**config.mk**
```make
export PLATFORM = sky130hd
export DESIGN_NAME = source_operand_flat
export DESIGN_NICKNAME = d
export VERILOG_FILES = /design/src/rtl/source_operand_if.sv /design/src/rtl/source_operand.sv /design/src/flat_wrapper.sv
export SDC_FILE = /design/constraint.sdc
export NUM_CORES = 1
export LEC_CHECK = 0
export CORE_ASPECT_RATIO = 0.7
export CORE_MARGIN = 2
export CORE_UTILIZATION = 38
export DETAILED_ROUTE_END_ITERATION = 10
export MAX_ROUTING_LAYER = met4
export PLACE_DENSITY = 0.85
export SYNTH_ARGS = -nofsm -noshare
export SYNTH_HDL_FRONTEND = slang
export SYNTH_SLANG_ARGS = --single-unit
```
**constraint.sdc**
```tcl
create_clock -name clk -period 2 [get_ports clk]
set_clock_uncertainty 0.15 [all_clocks]
set_input_delay 0.3 -clock clk [delete_from_list [all_inputs] [get_ports clk]]
set_output_delay 0.3 -clock clk [all_outputs]
set_load 0.01 [all_outputs]
```
**src/rtl/source_operand_if.sv**
```systemverilog
// Operand bus between the control/register-file side and the operand stage.
// The master drives the register operand, immediate field and select code;
// the slave returns the registered second source operand.
interface source_operand_if;
   logic [31:0] R;    // register-file operand (rs2 value)
   logic [21:0] Imm;  // instruction word bits [21:0]
   logic [3:0]  IS;   // operand-select code
   logic [31:0] N;    // registered operand to the ALU

   modport master (output R, output Imm, output IS, input N);
   modport slave  (input R, input Imm, input IS, output N);
endinterface

```
**src/rtl/source_operand.sv**
```systemverilog
// Second source operand selector for the ALU.
// Forms the operand from the register value or one of the immediate formats
// (SETHI, disp22, simm13, shift counts) and registers it with one cycle of
// latency. There is no handshake; a new operand is accepted every cycle.
module source_operand (
   input  logic           clk,
   input  logic           reset,
   source_operand_if.slave bus
);

   logic [31:0] n_d;
   logic [31:0] n_q;

   // Sign-extend the 13-bit immediate; only Imm[12] is replicated so the
   // upper immediate bits never leak into the operand.
   function automatic logic [31:0] sext13(input logic [12:0] f);
      sext13 = {{19{f[12]}}, f};
   endfunction

   // Sign-extend the full 22-bit displacement from Imm[21].
   function automatic logic [31:0] sext22(input logic [21:0] f);
      sext22 = {{10{f[21]}}, f};
   endfunction

   // Operand select: every IS code maps to a defined value. IS[1:0] is a
   // don't-care for 00xx/01xx and IS[1] is a don't-care for 11xx.
   always_comb begin
      n_d = 32'h0000_0000;
      case (bus.IS[3:2])
         2'b00: n_d = {bus.Imm, 10'b0};
         2'b01: n_d = sext22(bus.Imm);
         2'b10: begin
            case (bus.IS[1:0])
               2'b00:   n_d = bus.R;
               2'b01:   n_d = sext13(bus.Imm[12:0]);
               2'b10:   n_d = {27'b0, bus.R[4:0]};
               default: n_d = {27'b0, bus.Imm[4:0]};
            endcase
         end
         default: n_d = bus.IS[0] ? sext13(bus.Imm[12:0]) : bus.R;
      endcase
   end

   // Operand register; reset clears it and wins over the update.
   always_ff @(posedge clk) begin
      if (reset) begin
         n_q <= 32'h0000_0000;
      end else begin
         n_q <= n_d;
      end
   end

   assign bus.N = n_q;

endmodule

```
**src/flat_wrapper.sv**
```systemverilog
// flat-port wrapper written by rule: the top's interface ports become plain ports
module source_operand_flat 
  (clk, reset, bus_R, bus_Imm, bus_IS, bus_N);
  source_operand_if bus_i ();
  input  logic clk;
  input  logic reset;
  input wire logic [$bits(bus_i.R)-1:0] bus_R;
  input wire logic [$bits(bus_i.Imm)-1:0] bus_Imm;
  input wire logic [$bits(bus_i.IS)-1:0] bus_IS;
  output wire logic [$bits(bus_i.N)-1:0] bus_N;
  assign bus_i.R = bus_R;
  assign bus_i.Imm = bus_Imm;
  assign bus_i.IS = bus_IS;
  assign bus_N = bus_i.N;
  source_operand u_core (.clk(clk), .reset(reset), .bus(bus_i));
endmodule
```
# After elaboration in Yosys (flattened, before gate mapping)
# Index checks and enable logic that the tools add are counted.
[word_totals]
regBits = 32
inputBits = 60
[op_classes]
n_reduce_logical = 2
eq_ne = 4
muxes = 3
[op_table]
columns = ["cell", "n"]
rows = [
  ["$pmux 32 s3", 2],
  ["$mux 32", 1],
  ["$eq 2x1->1 const B", 2],
  ["$eq 2x2->1 const B", 2],
  ["$logic_not 2->1", 2],
]

# Longest topological paths before layout
[logic_depth]
word_depth = 3
mapped_depth = 5
mapped_depth_nobuf = 3

# Worst setup path after synthesis
# Ideal clock, no wire load.
[synth_timing]
path_type = "input to register"
start = "input port bus_IS[2]"
end = "register u_core.n_q[5], in the netlist u_core.bus.N[5]"
t_arrival_ns = 1.065
setup_ns = 0.117
setup_slack_ns = 0.668
path_stages = 4
path_buffers = 1
path_cell_list = "buf_4 > nand2b_1 > and4bb_2 > a22o_1"
[synth_between]
elab_chain_len = 2
[synth_rtl]
columns = ["item", "line_no", "text"]
rows = [
  ["start: declaration", "flat_wrapper.sv:9", "input wire logic [$bits(bus_i.IS)-1:0] bus_IS;"],
  ["$eq 2x2->1, or another cell as far along", "source_operand.sv:29", "case (bus.IS[3:2])"],
  ["$pmux 32 s3 *", "source_operand.sv:29", ""],
  ["end signal: assignment", "source_operand.sv:49", "n_q <= n_d;"],
  ["end: declaration", "source_operand.sv:12", "logic [31:0] n_q;"],
]
# Every way passes the cells marked *; elsewhere a longest branch is shown, timed or not.
# A chain may end at the register's enable or synchronous reset.

# Worst setup path after layout
[layout_timing]
start = "register u_core.n_q[21], in the netlist u_core.bus.N[21]"
end = "output port bus_N[21]"
[layout_lines]
columns = ["item", "line_no", "text"]
rows = [
  ["end: declaration", "flat_wrapper.sv:10", "output wire logic [$bits(bus_i.N)-1:0] bus_N;"],
]
# No word-level cell between the ends.

==> metrics <==
DR vias/cell=5.28; syn_nets=203; post-CTS resize count=0; highest cell delay on the worst timing path=0.55 ns; Vias=1521; fin. max-slew vios=0; largest net degree at the start of global routing=21; GR Util met2=36.5%; Total Neg Setup Slack=0 ns; Core Area=roughly 3500 µm²; Yosys warning count=0; GR peak layer=met2; Die Width=76.1 µm; Setup Viol. Count Final=0; GRT Residual Overflow=0; CTS Buffer Depth=2; die area=4150 µm²; Post-layout nets=298; net switching power=393 µW; critical path peak fanout=1; row count=18; DRT iter0 DRCs=107; Initial Utilization=approximately two fifths; hold_buf cts=0; I/O pin count=92; share of the yosys chip area belonging to registers=46.3%; Syn Inst Count=143; Startpoint Class=flip-flop; TritonRoute pass-1 iters=4; Critical-path top delay cell=clkdlybuf4s50_1; cell taking the most area after synthesis=dfxtp_1; number of routed nets with antenna violations=0; global-route wire length before repair=7100 µm; vias in the first global route=1465; area share of the largest cell type after synthesis=46.3%; max-cap viol count=0; Final Cycle Share=81.1%; fraction of layout cells with a size suffix above 1=around 8.4%; Area growth syn-to-layout=76.7%; cell depth of the worst setup path=1; GRT Total Usage=between 20% and 30%; Port-buffer cells=91; leakage=0.000958 µW; post-CTS setup buffers=0; switch share=25.1%; Reg power frac=44.6%; clk sinks=32; met3 Resource Use GR=under 10%; mean routed wirelength per cell=15.6 µm; area occupied by registers=641 µm²; post-layout util=69.6%; H-tree depth=2; Pwr Density=640 nW/µm²; buffer and inverter count on the worst path=1; Min-Delay Path Depth=2; actual slew at the worst max-slew pin=0.481 ns; Critical Path, Cell by Cell=clkdlybuf4s50_1; Mean Syn Cell Area=9.68 µm²; post-synth cell types=16; maximum vdd drop=390 µV; crit path DAT=1.17 ns; Required @ worst endpoint=1.55 ns; largest cells by area after synthesis=dfxtp_1, mux2i_1, a21oi_1; kind of critical path=flip-flop to primary output; CTS tree=done; die span in y=54.5 µm; outcome=completed; combinational share of power=between 20% and 30%; clock network fraction of design power=28.9%; Min-Delay Path Class=primary input to flip-flop; max reg flops=32; internal power=about 1200 µW; commonest cells after routing, fill and taps aside=clkdlybuf4s50_1, a21oi_1, dfxtp_1, o22ai_1, mux2i_1; endpoints failing hold=0; RSZ-0062 raised after global routing=false; delay-heaviest family, CP=buffers and inverters; Mapped Area=between 1000 and 1500 µm²; Antenna diodes=0; WL final=4480 µm; multi-input combinational cell area=652 µm²; FMAX=between 600 and 700 MHz; initial antenna violation count=0; Root Buffer=clkbuf_8; Clock transition at path regs=0.06 ns; Worst slew margin=67.9%; most common cell after layout, fill and taps aside=clkdlybuf4s50_1; GR Util met1=30.9%; routability cong.=0.832; TritonCTS buffer count=5; # DRC=0; filler instances=298; crit end category=primary output; DP HPWL=3460 µm; fin crit period=~1.6 ns; post-synthesis register bit count=32
-- per-stage QoR --
step / cell area, µm² / instances / hold slack, ns / power, µW / setup slack (ns)
floorplan: 1380 / 143 / 0.275 / 870 / 0.668
global placement: 2370 / 281 / 0.756 / 1120 / 0.171
detailed placement: 2370 / 281 / 0.756 / 1120 / 0.128
CTS: 2440 / 288 / 0.476 / 1580 / 0.367
global route: 2440 / 288 / 0.488 / 1640 / 0.311
finish: 2440 / 288 / 0.478 / 1570 / 0.378
-- layer usage --
metal | wire (µm) | share of wire (%)
met3 | 380 | 8.5
met5 | 0 | 0
met1 | 2110 | 47
met4 | 37 | 0.83
met2 | 1950 | 44
-- Yosys cell counts (all sizes together) --
library cell  instances
a21oi                35
nand2b                2
buf                  15
mux2i                18
nand3b                1
a221oi                1
and2                  2
a22o                  5
inv                   3
dfxtp                32
or2                   1
a211oi                5
and4bb                1
o22ai                22
-- area by class of cell --
cell class / instances / share of cell area, %
tap: 50 / 2.56
clock inverter: 1 / 0.205
timing repair buffer: 103 / 40.9
multi-input combinational: 93 / 26.7
clock buffer: 6 / 2.97
sequential: 32 / 26.2
inverter: 3 / 0.461
-- power by group through the flow --
stage	registers, µW	logic (µW)	clock network (µW)
6_report	698	414	453
5_1_grt	702	442	494
4_1_cts	699	414	466
3_5_place_dp	712	412	0
3_3_place_gp	712	407	0
2_1_floorplan	735	135	0
-- final timing paths --
check	start	to	slack [ns]
worst min-delay path	bus_R[6]	u_core.bus.N[6]	0.48
worst max-delay path	u_core.bus.N[21]	bus_N[21]	0.38
-- logic make-up after synthesis --
kind of cell	share of synthesized area [%]
buf+inv	6.60
mux	13.0
simple gates	3.71
compound gates	30.4
flops	46.3
Note: power is estimated with default switching activity, not from simulation.
